## src/rtl/instruktion_lader.sv

```systemverilog
`timescale 1ns/1ps
`default_nettype none
// ============================================================================
//  Module   : instruktion_lader
//  Purpose  : UART boot loader. Holds the CPU in reset, receives a program
//             image (16-bit word count, then little-endian 32-bit words) and
//             writes it word by word through the instruction-cache write port.
//  Revision : 1.0  initial release
// ============================================================================
module instruktion_lader #(
    parameter int CLOCKHZ    = 5000000,
    parameter int BAUD       = 115200,
    parameter int ADRESSBITS = 8
) (
    input  logic        Clock,
    input  logic        Reset,
    input  logic        Rx,
    input  logic        DatenGeschrieben,
    output logic        Schreiben,
    output logic [31:0] Adresse,
    output logic [31:0] Daten,
    output logic        Initialisierung,
    output logic        CPUReset,
    output logic        Fertig,
    output logic        Fehler
);

    localparam int TEILER = CLOCKHZ / BAUD;
    localparam int HALB   = TEILER / 2;
    localparam int CW     = $clog2(TEILER + 1);
    // one extra bit so the address can reach 2**ADRESSBITS after the last ack
    localparam int AW     = ADRESSBITS + 1;

    localparam logic [CW-1:0] C_BIT_ENDE   = CW'(TEILER - 1);
    localparam logic [CW-1:0] C_HALB_ENDE  = CW'(HALB - 1);
    localparam logic [16:0]   C_MAX_WORTE  = 17'(2 ** ADRESSBITS);

    // ------------------------------------------------------------------
    // UART receiver
    // ------------------------------------------------------------------
    typedef enum logic [1:0] {
        RX_RUHE  = 2'd0,
        RX_START = 2'd1,
        RX_DATEN = 2'd2,
        RX_STOP  = 2'd3
    } rx_state_t;

    rx_state_t       rx_state_q, rx_state_d;
    logic            rx_meta_q, rx_meta_d;
    logic            rx_sync_q, rx_sync_d;
    logic            rx_prev_q, rx_prev_d;
    logic [CW-1:0]   cnt_q, cnt_d;
    logic [2:0]      bit_q, bit_d;
    logic [7:0]      rx_byte_q, rx_byte_d;
    logic            byte_ok_q, byte_ok_d;
    logic            rahmen_fehler_q, rahmen_fehler_d;

    // receiver next state: synchroniser, start detection, bit sampling
    always_comb begin
        rx_meta_d       = Rx;
        rx_sync_d       = rx_meta_q;
        rx_prev_d       = rx_sync_q;
        rx_state_d      = rx_state_q;
        cnt_d           = cnt_q + CW'(1);
        bit_d           = bit_q;
        rx_byte_d       = rx_byte_q;
        byte_ok_d       = 1'b0;
        rahmen_fehler_d = 1'b0;
        unique case (rx_state_q)
            RX_RUHE: begin
                cnt_d = '0;
                if (rx_prev_q && !rx_sync_q) begin
                    rx_state_d = RX_START;
                end
            end
            RX_START: begin
                // mid-start-bit check; a high line here means it was a glitch
                if (cnt_q == C_HALB_ENDE) begin
                    cnt_d = '0;
                    bit_d = 3'd0;
                    rx_state_d = rx_sync_q ? RX_RUHE : RX_DATEN;
                end
            end
            RX_DATEN: begin
                if (cnt_q == C_BIT_ENDE) begin
                    cnt_d     = '0;
                    rx_byte_d = {rx_sync_q, rx_byte_q[7:1]};
                    bit_d     = bit_q + 3'd1;
                    if (bit_q == 3'd7) begin
                        rx_state_d = RX_STOP;
                    end
                end
            end
            RX_STOP: begin
                if (cnt_q == C_BIT_ENDE) begin
                    cnt_d           = '0;
                    rx_state_d      = RX_RUHE;
                    byte_ok_d       = rx_sync_q;
                    rahmen_fehler_d = !rx_sync_q;
                end
            end
        endcase
    end

    // receiver state register
    always_ff @(posedge Clock or negedge Reset) begin
        if (!Reset) begin
            rx_state_q      <= RX_RUHE;
            rx_meta_q       <= 1'b1;
            rx_sync_q       <= 1'b1;
            rx_prev_q       <= 1'b1;
            cnt_q           <= '0;
            bit_q           <= 3'd0;
            rx_byte_q       <= 8'h00;
            byte_ok_q       <= 1'b0;
            rahmen_fehler_q <= 1'b0;
        end else begin
            rx_state_q      <= rx_state_d;
            rx_meta_q       <= rx_meta_d;
            rx_sync_q       <= rx_sync_d;
            rx_prev_q       <= rx_prev_d;
            cnt_q           <= cnt_d;
            bit_q           <= bit_d;
            rx_byte_q       <= rx_byte_d;
            byte_ok_q       <= byte_ok_d;
            rahmen_fehler_q <= rahmen_fehler_d;
        end
    end

    // ------------------------------------------------------------------
    // Loader FSM and write port
    // ------------------------------------------------------------------
    typedef enum logic [2:0] {
        LAENGE0  = 3'd0,
        LAENGE1  = 3'd1,
        EMPFANGE = 3'd2,
        FERTIG   = 3'd3,
        FEHLER   = 3'd4
    } state_t;

    state_t          state_q, state_d;
    logic [7:0]      len_lo_q, len_lo_d;
    logic [AW-1:0]   len_q, len_d;
    logic [31:0]     asm_q, asm_d;
    logic [1:0]      idx_q, idx_d;
    logic            wort_fertig_q, wort_fertig_d;
    logic [31:0]     wbuf_q, wbuf_d;
    logic            schr_q, schr_d;
    logic [AW-1:0]   adr_q, adr_d;
    logic [AW-1:0]   nrx_q, nrx_d;
    logic [16:0]     laenge_neu;
    logic [AW-1:0]   adr_plus;

    // loader next state: length decode, word assembly, write handshake
    always_comb begin
        state_d       = state_q;
        len_lo_d      = len_lo_q;
        len_d         = len_q;
        asm_d         = asm_q;
        idx_d         = idx_q;
        wort_fertig_d = 1'b0;
        wbuf_d        = wbuf_q;
        schr_d        = schr_q;
        adr_d         = adr_q;
        nrx_d         = nrx_q;
        laenge_neu    = {1'b0, rx_byte_q, len_lo_q};
        adr_plus      = adr_q + AW'(1);
        case (state_q)
            LAENGE0: begin
                if (rahmen_fehler_q) begin
                    state_d = FEHLER;
                end else if (byte_ok_q) begin
                    len_lo_d = rx_byte_q;
                    state_d  = LAENGE1;
                end
            end
            LAENGE1: begin
                if (rahmen_fehler_q) begin
                    state_d = FEHLER;
                end else if (byte_ok_q) begin
                    len_d = laenge_neu[AW-1:0];
                    if (laenge_neu == 17'd0) begin
                        state_d = FERTIG;
                    end else if (laenge_neu > C_MAX_WORTE) begin
                        state_d = FEHLER;
                    end else begin
                        state_d = EMPFANGE;
                    end
                end
            end
            EMPFANGE: begin
                if (schr_q && DatenGeschrieben) begin
                    schr_d = 1'b0;
                    adr_d  = adr_plus;
                    if (adr_plus == len_q) begin
                        state_d = FERTIG;
                    end
                end
                // a completed word needs a free write buffer, else overflow
                if (wort_fertig_q) begin
                    if (schr_q && !DatenGeschrieben) begin
                        state_d = FEHLER;
                    end else begin
                        wbuf_d = asm_q;
                        schr_d = 1'b1;
                    end
                end
                // bytes beyond the announced image are dropped
                if (byte_ok_q && (nrx_q != len_q)) begin
                    case (idx_q)
                        2'd0:    asm_d[7:0]   = rx_byte_q;
                        2'd1:    asm_d[15:8]  = rx_byte_q;
                        2'd2:    asm_d[23:16] = rx_byte_q;
                        default: asm_d[31:24] = rx_byte_q;
                    endcase
                    idx_d = idx_q + 2'd1;
                    if (idx_q == 2'd3) begin
                        wort_fertig_d = 1'b1;
                        nrx_d         = nrx_q + AW'(1);
                    end
                end
                if (rahmen_fehler_q) begin
                    state_d = FEHLER;
                end
            end
            FERTIG: begin
                state_d = FERTIG;
            end
            FEHLER: begin
                state_d = FEHLER;
            end
            default: begin
                state_d = FEHLER;
            end
        endcase
        if (state_d == FEHLER) begin
            schr_d = 1'b0;
        end
    end

    // loader state register
    always_ff @(posedge Clock or negedge Reset) begin
        if (!Reset) begin
            state_q       <= LAENGE0;
            len_lo_q      <= 8'h00;
            len_q         <= '0;
            asm_q         <= 32'h0;
            idx_q         <= 2'd0;
            wort_fertig_q <= 1'b0;
            wbuf_q        <= 32'h0;
            schr_q        <= 1'b0;
            adr_q         <= '0;
            nrx_q         <= '0;
        end else begin
            state_q       <= state_d;
            len_lo_q      <= len_lo_d;
            len_q         <= len_d;
            asm_q         <= asm_d;
            idx_q         <= idx_d;
            wort_fertig_q <= wort_fertig_d;
            wbuf_q        <= wbuf_d;
            schr_q        <= schr_d;
            adr_q         <= adr_d;
            nrx_q         <= nrx_d;
        end
    end

    // outputs follow the registered state directly
    always_comb begin
        Schreiben       = schr_q;
        Adresse         = {{(32 - AW){1'b0}}, adr_q};
        Daten           = wbuf_q;
        Fertig          = (state_q == FERTIG);
        Fehler          = (state_q == FEHLER);
        Initialisierung = (state_q != FERTIG);
        CPUReset        = (state_q != FERTIG);
    end

endmodule
`default_nettype wire

```

## config.mk

```make
export PLATFORM = sky130hd
export DESIGN_NAME = instruktion_lader
export DESIGN_NICKNAME = d
export VERILOG_FILES = /design/src/rtl/instruktion_lader.sv
export SDC_FILE = /design/constraint.sdc
export NUM_CORES = 1
export LEC_CHECK = 0
export ABC_CLOCK_PERIOD_IN_PS = 2100
export CAP_MARGIN = 20
export CORE_ASPECT_RATIO = 0.5
export CORE_MARGIN = 1
export CORE_UTILIZATION = 50
export CTS_CLUSTER_SIZE = 30
export DETAILED_ROUTE_END_ITERATION = 8
export DONT_BUFFER_PORTS = 1
export GPL_TIMING_DRIVEN = 0
export PLACE_DENSITY = 0.61
export SYNTH_ARGS = -nofsm -noshare
export SYNTH_HDL_FRONTEND = slang
export SYNTH_SLANG_ARGS = --single-unit
```

## constraint.sdc

```tcl
create_clock -name Clock -period 2.1 [get_ports Clock]
set_input_delay 0.525 -clock Clock [delete_from_list [all_inputs] [get_ports Clock]]
set_output_delay 0.525 -clock Clock [all_outputs]
set_load 0.02 [all_outputs]
```

==> impl_metrics.csv <==
group,metric,value,unit
finish,finalInstanceArea,7010,µm²
setup_path,critPathKind,"flop to flop",
power_and_ir_drop,ir_worst_vdd,0.475,mV
drt,antenna_left,0,
sta,finalHoldWorstSlack,-200,ps
logic_synthesis,netlist_instances,452,
run_status,violations,"hold timing",
logic_synthesis,ys_seq_elements,130,
drt,drcViolationCount,0,
logic_synthesis,synthFlopType,"dfrtp_1",
drt,vias,3460,
placement,detailed_place_hpwl,7.18,mm
min_path,holdCritPathClass,"primary input to asynchronous set/reset pin",
placement,port_buffers,0,
global_route,grt_antenna_before_repair,0,
floorplanning,rows,27,
finish,diodes,0,
logic_synthesis,ys_async_sr_fraction,100,%
setup_path,cp_max_fo,6,
logic_synthesis,synth-edff-count,0,
clocking,clk_pin_slew_worst_paths,60,ps
clocking,clk_path_buf_depth,2,
floorplanning,coreArea,11300,µm²
setup_path,critPathTopFamily,"simple AND/OR/NAND/NOR gates",
clocking,cts_root_buffer,"clkbuf_16",
drt,dr.max_layer_used,"met4",
sta,relSlewSlack,54.3,%
clocking,cts_tree,"done",
logic_synthesis,synthesis.area,5940,µm²
logic_synthesis,avgSynthCellArea,13.1,µm²
sta,finalHoldViolations,130,
power_and_ir_drop,power_leakage,3.47,nW
global_route,grt_util_all_layers,20.1,%
clocking,insertion_delay,420,ps
setup_path,worstPathRequired,2380,ps
sta,slew_viol_final,0,
logic_synthesis,yosysSeqAreaShare,54.8,%
drt,post_drt_wl_per_cell,16.7,µm
finish,fill_cells,930,
setup_path,crit_path_end_kind,"flop",
floorplanning,floorplan.initialDensity,52.7,%
finish,layout_common_cells,"122 x dfrtp_1, 92 x mux2_2, 27 x buf_4, 23 x xnor2_1, 23 x conb_1",
clocking,clock-sinks,130,
run_status,status,"finished, violations left",
placement,globalplace.congestion,0.790,
sta,worstMarginPinSlew,685,ps
global_route,overflow,0,
finish,nNetsFinal,512,
logic_synthesis,yosysWarningCount,0,
setup_path,slowest_delay,520,ps
run,maxCapViolations,0,
floorplanning,die_x,156,µm
floorplanning,io_pins,73,
floorplanning,die_h,79.1,µm
drt,firstDrtPassIters,4,
sta,period_share,97.1,%
drt,dr_wl_met2,5.09,mm
finish,drive_gt1_share,36.5,%
finish,syn_to_final_growth,17.9,%
logic_synthesis,yosysUniqueCellTypes,52,
power_and_ir_drop,powerDensity,885,nW/µm²
finish,final_common_cell,"dfrtp_1",
clocking,cts_inserted_buffers,17,
floorplanning,dieArea,12300,µm²
global_route,grt_max_degree,131,
placement,placedInstanceArea,6220,µm²
drt,vias_per_cell,5.17,
setup_path,worstSetupStartpointType,"flop",
global_route,grt_pass1_wl,18.3,mm
sta,setup_ws,61.2,ps
sta,clock_skew,9.65,ps
sta,max_freq,490,MHz
setup_path,cp_cell_sequence,"ha_4 > nand3_2 > o221a_2 > or4_1 > o2111ai_1 > o31ai_1",
setup_path,cp_num_buf_inv,0,
drt,drt_wl_total,11.2,mm
setup_path,crit_arrival,2320,ps
clocking,htreeDepth,4,
sta,setup_viol,0,
drt,dr_wl_met3,381,µm
placement,dp_slack,-216,ps
drt,met1Wirelength,5.58,mm
drt,drt_iter0_drc,156,
global_route,grt_pass1_vias,3444,
sta,fin_crit,2040,ps
setup_path,crit_path_top_delay_cell,"or4_1",
finish,final_util,62.1,%
sta,rsz0062_at_grt,"true",
worst register-to-register path, stage by stage (launching register included):
cell and delay [ps]:
dfrtp_2 490, ha_4 200, nand3_2 120, o221a_2 320
or4_1 520, o2111ai_1 130, o31ai_1 130
report_power, final:
| group | switching (mW) | internal, mW | leakage, nW |
|---|---|---|---|
| Clock | 1.12 | 2.18 | 0.314 |
| Combinational | 0.156 | 0.121 | 1.37 |
| Sequential | 0.0586 | 2.57 | 1.78 |
| Total | 1.33 | 4.87 | 3.47 |
cells by family after synthesis:
| group | Yosys count | share of synthesized area, % |
|---|---|---|
| DFF | 130 | 54.8 |
| muxes | 94 | 17.8 |
| and+or+nand+nor | 96 | 8.78 |
| AOI/OAI and AO/OA | 32 | 5.31 |
| other | 1 | 0.0631 |
| adders and majority gates | 11 | 2.32 |
| buffers and inverters | 47 | 4.84 |
| xor gates and xnor gates | 41 | 6.04 |
sequential cells by signal, indices dropped and copies added (netlist names), named ones only:
signal and flops:
state_q 3, nrx_q 9, rx_prev_q 1, asm_q 32, len_q 9, rx_byte_q 8, wort_fertig_q 1, cnt_q 6
bit_q 3, adr_q 9, rahmen_fehler_q 1, Daten 32, rx_meta_q 1, rx_state_q 1, rx_prev_d 1, len_lo_q 8
idx_q 2, Schreiben 1, byte_ok_q 1
synth_stat cells, drive strengths merged (8+ instances only):
| library cell | count | area share, % |
|---|---|---|
| nor2 | 22 | 1.4 |
| xnor2 | 23 | 3.4 |
| nand2 | 17 | 1.1 |
| ha | 11 | 2.3 |
| buf | 31 | 3.8 |
| xor2 | 18 | 2.7 |
| nand3 | 13 | 1.2 |
| inv | 11 | 0.70 |
| dfrtp | 127 | 53 |
| nor3 | 8 | 0.67 |
| mux2 | 94 | 18 |
routing by layer:
layer,vias to the layer above,track usage (%)
li1,1645,-
met2,66,30.4
met5,-,0
met4,0,7.35
met3,13,5.79
met1,1736,27.7
area by class of cell:
class	instances	area (µm²)	share of cell area, %
clock inverter	11	200	2.86
timing repair buffer	6	82.6	1.18
tap	159	199	2.84
multi-input combinational	297	2520	36.0
buffer	34	240	3.43
sequential	130	3260	46.6
inverter	11	41.3	0.589
clock buffer	21	460	6.57
worst paths after layout:
| path | start | endpoint | slack (ps) | depth (start not counted) |
|---|---|---|---|---|
| min in group Clock | Rx | rx_meta_q | 100 | 0 |
| max | adr_q[0] | state_q[0] | 60 | 6 |
| min reg2reg | rx_meta_q | rx_prev_d | 360 | 0 |
| max in group asynchronous | Reset | rx_meta_q | 2080 | 0 |
| max reg2reg | adr_q[0] | state_q[0] | 60 | 6 |
| min | Reset | Daten[17] | -200 | 0 |
what timing repair did:
item	4_1_cts	5_1_grt
setup buffers	3	3
setup endpoints to repair	28	41
gates resized for setup	6	10
pin swaps	3	2
endpoints found under the hold margin	130	130
stage by stage:
step,TNS (ps),power [mW],std cells
finish,0,6.20,669
global route,-316,6.41,669
CTS,-6.96,6.25,667
detailed placement,-1460,2.94,633
global placement,-883,2.93,633
floorplan,0,2.89,474
Power figures use the tool's default switching activity.
